**src/rtl/cam_insert_ctrl.sv**
```systemverilog
// Insert/delete/lookup/flush controller in front of a 32-entry CAM.
// Keeps a live bitmap so that deleted or flushed CAM entries read back as misses.
module cam_insert_ctrl (
    input  logic        clk_i,
    input  logic        rst_i,
    input  logic        req_valid_i,
    output logic        req_ready_o,
    input  logic [1:0]  req_op_i,
    input  logic [31:0] req_data_i,
    output logic        rsp_valid_o,
    output logic [1:0]  rsp_status_o,
    output logic [4:0]  rsp_index_o,
    output logic [5:0]  occupancy_o,
    output logic        search_enable_i,
    output logic [31:0] search_data_i,
    output logic        write_enable_i,
    output logic [4:0]  write_index_i,
    output logic [31:0] write_data_i,
    output logic        read_enable_i,
    output logic [4:0]  read_index_i,
    input  logic        search_valid_o,
    input  logic [4:0]  search_index_o
);

    typedef enum logic [2:0] {
        S_IDLE,
        S_SEARCH,
        S_EVAL,
        S_WRITE,
        S_RESP
    } state_t;

    localparam logic [1:0] OP_INSERT = 2'b00;
    localparam logic [1:0] OP_DELETE = 2'b01;
    localparam logic [1:0] OP_FLUSH  = 2'b11;

    localparam logic [1:0] ST_OK_NEW    = 2'b00;
    localparam logic [1:0] ST_OK_HIT    = 2'b01;
    localparam logic [1:0] ST_FULL      = 2'b10;
    localparam logic [1:0] ST_NOT_FOUND = 2'b11;

    state_t      state_q, state_d;
    logic [31:0] key_q, key_d;
    logic [1:0]  op_q, op_d;
    logic [31:0] live_q, live_d;
    logic [4:0]  alloc_q, alloc_d;
    logic [1:0]  status_q, status_d;
    logic [4:0]  index_q, index_d;

    logic        accept;
    logic        live_hit;
    logic        is_full;
    logic [4:0]  free_idx;

    assign accept   = req_valid_i && (state_q == S_IDLE);
    assign live_hit = search_valid_o && live_q[search_index_o];
    assign is_full  = &live_q;

    // Descending scan so the lowest-numbered free slot is the last one assigned.
    always_comb begin
        free_idx = 5'd0;
        for (int i = 31; i >= 0; i--) begin
            if (!live_q[i]) begin
                free_idx = 5'(i);
            end
        end
    end

    always_comb begin
        occupancy_o = 6'd0;
        for (int i = 0; i < 32; i++) begin
            occupancy_o = occupancy_o + {5'd0, live_q[i]};
        end
    end

    // NOTE: sequential state uses non-blocking assignments so every register
    // samples the pre-edge values; blocking here would create ordering races.
    always_ff @(posedge clk_i or posedge rst_i) begin
        if (rst_i) begin
            state_q <= S_IDLE;
        end else begin
            state_q <= state_d;
        end
    end

    // NOTE: every signal written in a combinational block gets a default at the
    // top; a path that leaves one unassigned would infer a latch.
    always_comb begin
        state_d = state_q;
        case (state_q)
            S_IDLE: begin
                if (accept) begin
                    state_d = (req_op_i == OP_FLUSH) ? S_RESP : S_SEARCH;
                end
            end
            S_SEARCH: state_d = S_EVAL;
            S_EVAL: begin
                if (!live_hit && op_q == OP_INSERT && !is_full) begin
                    state_d = S_WRITE;
                end else begin
                    state_d = S_RESP;
                end
            end
            S_WRITE: state_d = S_RESP;
            S_RESP:  state_d = S_IDLE;
            default: state_d = S_IDLE;
        endcase
    end

    always_comb begin
        req_ready_o     = 1'b0;
        search_enable_i = 1'b0;
        write_enable_i  = 1'b0;
        rsp_valid_o     = 1'b0;
        case (state_q)
            S_IDLE:   req_ready_o     = 1'b1;
            S_SEARCH: search_enable_i = 1'b1;
            S_WRITE:  write_enable_i  = 1'b1;
            S_RESP:   rsp_valid_o     = 1'b1;
            default: ;
        endcase
    end

    assign search_data_i = key_q;
    assign write_index_i = alloc_q;
    assign write_data_i  = key_q;
    assign read_enable_i = 1'b0;
    assign read_index_i  = 5'd0;
    assign rsp_status_o  = status_q;
    assign rsp_index_o   = index_q;

    always_comb begin
        key_d    = key_q;
        op_d     = op_q;
        live_d   = live_q;
        alloc_d  = alloc_q;
        status_d = status_q;
        index_d  = index_q;
        case (state_q)
            S_IDLE: begin
                if (accept) begin
                    key_d = req_data_i;
                    op_d  = req_op_i;
                    if (req_op_i == OP_FLUSH) begin
                        live_d   = '0;
                        status_d = ST_OK_NEW;
                        index_d  = 5'd0;
                    end
                end
            end
            S_EVAL: begin
                if (live_hit) begin
                    status_d = ST_OK_HIT;
                    index_d  = search_index_o;
                    if (op_q == OP_DELETE) begin
                        live_d[search_index_o] = 1'b0;
                    end
                end else if (op_q != OP_INSERT) begin
                    status_d = ST_NOT_FOUND;
                    index_d  = 5'd0;
                end else if (is_full) begin
                    status_d = ST_FULL;
                    index_d  = 5'd0;
                end else begin
                    // A stale hit already holds this key in the CAM, so reuse its slot.
                    alloc_d = search_valid_o ? search_index_o : free_idx;
                end
            end
            S_WRITE: begin
                live_d[alloc_q] = 1'b1;
                status_d        = ST_OK_NEW;
                index_d         = alloc_q;
            end
            default: ;
        endcase
    end

    always_ff @(posedge clk_i or posedge rst_i) begin
        if (rst_i) begin
            key_q    <= '0;
            op_q     <= '0;
            live_q   <= '0;
            alloc_q  <= '0;
            status_q <= ST_OK_NEW;
            index_q  <= '0;
        end else begin
            key_q    <= key_d;
            op_q     <= op_d;
            live_q   <= live_d;
            alloc_q  <= alloc_d;
            status_q <= status_d;
            index_q  <= index_d;
        end
    end

endmodule

```
**config.mk**
```make
export PLATFORM = sky130hd
export DESIGN_NAME = cam_insert_ctrl
export DESIGN_NICKNAME = d
export VERILOG_FILES = /design/src/rtl/cam_insert_ctrl.sv
export SDC_FILE = /design/constraint.sdc
export NUM_CORES = 1
export LEC_CHECK = 0
export CAP_MARGIN = 30
export CELL_PAD_IN_SITES_DETAIL_PLACEMENT = 1
export CELL_PAD_IN_SITES_GLOBAL_PLACEMENT = 1
export CORE_MARGIN = 5
export CORE_UTILIZATION = 34
export CTS_BUF_LIST = sky130_fd_sc_hd__clkbuf_8 sky130_fd_sc_hd__clkbuf_16
export DETAILED_ROUTE_END_ITERATION = 16
export PLACE_DENSITY = 0.87
export SYNTH_ARGS = -nofsm -noshare
export SYNTH_HDL_FRONTEND = slang
export SYNTH_SLANG_ARGS = --single-unit
```
**constraint.sdc**
```tcl
create_clock -name clk_i -period 5.9 [get_ports clk_i]
set_input_delay 1.18 -clock clk_i [delete_from_list [all_inputs] [get_ports clk_i]]
set_output_delay 1.18 -clock clk_i [all_outputs]
set_load 0.05 [all_outputs]
```
Word-level counts from Yosys, hierarchy flattened
Cells that the tools add are included.
{ "word_totals": {"latchBits": 0, "rom_bits": 0, "mem_count": 0, "reg_bits": 81, "elab_cells": 140, "input_bits": 43, "mem_bits_rw": 0} }
{ "classes": {"add_sub_neg": 31, "bitwise_logic": 6, "reduce_logical": 17, "div_mod_pow": 0, "n_mul": 0, "n_lt_le_gt_ge": 4, "eq_ne": 11, "shifts": 0, "muxes": 64} }
{ "op_table": {"columns": ["operator", "count"], "rows": [
  ["two-way mux 5 bit", 38],
  ["adder 6 x 1 -> 6 bit", 26],
  ["two-way mux 32 bit", 4],
  ["one-hot mux 32 bit (3 select lines)", 1],
  ["AND 32 bit", 1],
  ["inverter 32 bit", 1],
  ["OR 32 bit", 1],
  ["AND reduction 32 bit", 1],
  ["one-hot mux 5 bit (3 select lines)", 1],
  ["< comparator 5 x 6 -> 1 bit (second input constant)", 2],
  ["one-hot mux 3 bit (4 select lines)", 1],
  ["demux 1 bit (select 5 bit)", 2],
  ["greater-or-equal comparator 5 x 1 -> 1 bit (second input constant)", 2],
  ["two-way mux 2 bit", 5],
  ["two-way mux 3 bit", 3],
  ["AND reduction 4 bit", 2],
  ["two-way mux 1 bit", 7],
  ["adder 5 x 1 -> 6 bit", 1],
  ["== test 3 x 2 -> 1 bit (second input constant)", 2],
  ["logical AND 1 bit", 6],
  ["inequality test 2 bit (second input constant)", 3],
  ["one-hot mux 2 bit (3 select lines)", 1],
  ["adder 4 x 1 -> 5 bit", 1],
  ["binary-select mux 1 bit (select 5 bit)", 1],
  ["17 further kinds", 20]
]} }

Logic depth before layout (Yosys ltp)
{ "logic_depth": {"word_depth": 33, "ltp_mapped": 17} }

Least setup slack after synthesis
No wires, ideal clock.
{ "synth_timing": {"path_kind": "reg-to-output", "start": "reg live_q[17]", "end": "out occupancy_o[4]", "required_time_ns": 4.720, "arrival_time_ns": 5.098, "path_stages_with_launch": 18, "setup_slack_ns": -0.378, "cell_sequence": "dfrtp_1 > fa_1 > inv_1 > fa_1 > inv_1 > fa_1 > inv_1 > fa_1 > fa_1 > fa_1 > inv_1 > ha_1 > inv_1 > fa_1 > inv_1 > a21o_1 > a21oi_1 > xnor2_1"} }
{ "synth_via": {"elab_chain_cells": 15} }
{ "synth_rtl": {"columns": ["item", "line", "text"], "rows": [
  ["start: declaration", "45", "logic [31:0] live_q, live_d;"],
  ["start signal: assignment", "189", "live_q <= live_d;"],
  ["adder 6 x 1 -> 6 bit (15 in series)", "72", "occupancy_o = occupancy_o + {5'd0, live_q[i]};"],
  ["end: declaration", "13", "output logic [5:0] occupancy_o,"]
]} }
Every way passes these cells.

Worst setup path after layout
{ "layout_timing": {"start": "reg live_q[0]", "end": "out occupancy_o[4]"} }
{ "layout_via": {"elab_chain_cells": 31} }
{ "layout_rtl": {"columns": ["item", "line"], "rows": [
  ["adder 1 x 1 -> 2 bit", "72"],
  ["adder 2 x 1 -> 3 bit", "72"],
  ["adder 3 x 1 -> 4 bit", "72"],
  ["adder 4 x 1 -> 5 bit", "72"],
  ["adder 5 x 1 -> 6 bit", "72"],
  ["adder 6 x 1 -> 6 bit (26 in series)", "72"]
]} }
Every way passes these cells.

==> results.py <==
metrics = {
    "status": {
        "status": "finished, violations left",
        "violations": "negative setup slack",
    },
    "min_path": {
        "hold_class": "reg -> reg",
    },
    "timing": {
        "hold_viol": 0,
        "slew_headroom_pct": 29.1,
        "tightest_slew_ns": 1.06,
        "period_minus_slack_ns": 6.26,
        "timing.fmax_mhz": 160,
        "setup_violations": 5,
        "worst_slack_ns": -0.364,
        "whs_ns": 0.528,
        "slew_violations": 0,
        "fin_crit_sh_pct": 106,
        "rsz0062_at_grt": "yes",
        "fin_worst_skew_ns": 0.0146,
    },
    "clocking": {
        "cts_sinks": 81,
        "clock_latency_ns": 0.36,
        "tritoncts": "done",
        "cts_root_buf": "clkbuf_16",
        "cts-buffers-inserted": 9,
        "clockBufferDepth": 2,
        "htree_levels": 3,
        "clk_pin_slew_ns": 0.07,
    },
    "global_routing": {
        "grt_remaining_overflow": 0,
        "grt_usage_pct": 20.5,
        "grt_pass1_vias": 5012,
        "grt_pass1_wl_um": 28700,
        "grt_max_degree": 44,
        "antenna_found_initial": 0,
    },
    "die": {
        "die_area_um2": 18100,
        "start_util_pct": 34.6,
        "core_area_um2": 15200,
        "die_h_um": 134,
        "io_pins": 135,
        "core.rowCount": 45,
        "fp.dieW_um": 134,
    },
    "detailed_routing": {
        "routed_wl_um": 18500,
        "ant_nets": 0,
        "wl_per_cell_um": 22.2,
        "via_per_inst": 5.63,
        "drcViolationCount": 0,
        "dr.pass1.iters": 5,
        "drtIter0Drc": 299,
        "via_count": 4685,
    },
    "logic_synthesis": {
        "synthAdderAreaFrac_pct": 11.0,
        "synth_cell_types": 55,
        "synthesis.area_um2": 5260,
        "yosys_register_bits": 81,
        "synth_top_family_by_area": "compound AO/OA/AOI/OAI gates",
        "synth-compound-area-share_pct": 17.9,
        "seq_area_frac_synth_pct": 38.5,
        "synth_edf_count": 0,
        "synth-async-reset-ratio_pct": 100,
        "synth_mux_area_share_pct": 10.4,
        "yosysWarnings": 0,
        "ys.flop_type": "dfrtp_1",
        "synth_xor_area_share_pct": 0.499,
        "yosys.area_share.simple_pct": 10.7,
        "synth_cells": 535,
        "syn_area_per_cell_um2": 9.83,
    },
    "final_layout": {
        "drive_above_1_share_pct": 17.1,
        "nFillCells": 1658,
        "n_antenna_cell": 0,
        "nets": 714,
        "synthToLayoutAreaGrowth_pct": 33.1,
        "final_cell_mix": "clkdlybuf4s50_1 (122), dfrtp_1 (81), a21oi_1 (72), o21ai_0 (40), inv_1 (35)",
        "layout_commonest_cell": "clkdlybuf4s50_1",
    },
    "critical_path": {
        "cp_data_arrival_time_ns": 5.08,
        "critical_path_class": "reg -> out",
        "crit_fanout": 2,
        "startpoint_type": "register",
        "critPathCaptureType": "output port",
        "crit_required_ns": 4.72,
    },
    "power": {
        "ir_worst_vdd_uv": 275,
        "leakage_nw": 2.91,
        "power_density_nw_per_um2": 575,
    },
    "place": {
        "dpl.hpwl_um": 13800,
        "port_buffers": 128,
        "pre_cts_ws_ns": -0.0901,
        "globalplace.congestion": 0.948,
    },
    "run": {
        "drv_cap": 0,
    },
}
==> worst max-delay path, cell delays in order, from the launching register on <==
cell and delay (ns):
dfrtp_1 0.41, fa_1 0.58, inv_2 0.06, fa_1 0.57, fa_1 0.44, fa_1 0.56, fa_1 0.44, fa_2 0.55
inv_2 0.04, ha_4 0.16, inv_4 0.06, fa_2 0.20, inv_2 0.03, a21o_1 0.15, a21oi_2 0.16, xnor2_2 0.15
buf_12 0.16
==> routing by layer <==
metal / track usage [%] / up-vias / wire, µm
li1: - / 2053 / -
met1: 24.3 / 2357 / 7140
met5: 0 / - / 0
met4: 8.54 / 0 / 480
met2: 35.7 / 241 / 9350
met3: 4.88 / 34 / 1480
==> cell type report <==
class	instances	area (µm²)	area share, %
timing repair buffer	152	1520	21.7
inverter	42	160	2.29
clock buffer	10	239	3.41
tap	188	235	3.36
clock inverter	6	51.3	0.733
sequential	81	2030	29.0
multi-input combinational	353	2770	39.6
==> where the power goes <==
group          leakage, nW  internal (mW)  total, mW  switching, mW
sequential            1.03          0.739      0.966          0.227
combinational         1.74          0.875       2.51           1.63
clock                0.139          0.301      0.555          0.254
==> state kept, by name, indices dropped and copies added (netlist names) <==
register and flops:
rsp_status_o 2, rsp_index_o 5, search_data_i 32, write_index_i 5, state_q 3, live_q 32, op_q 2
==> logic make-up (layout without fill, tap and decap cells) <==
logic type | Yosys count | in the layout
xor+xnor | 3 | 3
mux | 48 | 48
other cells | 1 | 6
buf+inv | 106 | 210
flops | 81 | 81
compound gates | 155 | 155
fa+ha+maj | 32 | 32
simple gates | 109 | 109
==> synth_stat cells (2+ instances only) <==
library cell  number  area (µm²)
or2_1              2        12.5
buf_6              2        22.5
nor3_1             5        25.0
a311oi_1           2        17.5
fa_1              24         480
nand3b_1           2        15.0
nor3b_1            4        30.0
clkbuf_1          12        45.0
buf_4             39         293
mux2i_1           12         120
a221o_1            3        30.0
nand2b_1           6        37.5
nand3_1           15        75.1
a21o_1             3        22.5
o211ai_1           2        15.0
o21ai_0           40         200
ha_1               8         100
a21oi_1           75         375
mux4_2             2        45.0
buf_1              3        11.3
and2_1             6        37.5
or3_1              5        31.3
dfrtp_1           81        2030
nor2_1            19        71.3
nor4_1             3        18.8
xnor2_1            3        26.3
a31oi_1            4        25.0
a221o_2            4        45.0
o21a_1             3        22.5
mux2_2            34         383
or2_2              3        18.8
nand2_1           23        86.3
nand4_1            7        43.8
nor2b_1            6        37.5
buf_2              8        40.0
inv_1             42         158
o221ai_1           5        43.8
==> per-stage QoR <==
stage	util [%]	setup TNS [ns]	power, mW	std cells	instance area [µm²]
3_5_place_dp	43.5	-0.0901	3.44	812	6620
3_3_place_gp	43.5	0	3.36	811	6610
4_1_cts	45.9	-1.55	4.05	831	6980
5_1_grt	46.0	-2.17	4.19	832	7000
6_report	46.0	-1.48	4.03	832	7000
2_1_floorplan	-	-0.114	2.68	540	5300
==> path summary, 6_finish.rpt <==
| check | start | to | slack [ns] | cells past startpoint |
|---|---|---|---|---|
| worst max-delay path | live_q[0] | occupancy_o[4] | -0.36 | 16 |
| worst max register to register | live_q[11] | rsp_index_o[0] | 3.27 | 7 |
| min in group asynchronous | rst_i | rsp_status_o[0] | 1.33 | 2 |
| worst min register to register | rsp_index_o[2] | rsp_index_o[2] | 0.53 | 1 |
| max in group asynchronous | rst_i | live_q[26] | 3.47 | 3 |
| worst min-delay path | rsp_index_o[2] | rsp_index_o[2] | 0.53 | 1 |
==> timing repair <==
| action | CTS | global route |
|---|---|---|
| pin swaps | 10 | 8 |
| setup endpoints to repair | 5 | 5 |
| hold buffers | 0 | 0 |
| gates resized for setup | 13 | 6 |
| setup buffers | 3 | 1 |
No activity file was read; power rests on OpenSTA's default activity.
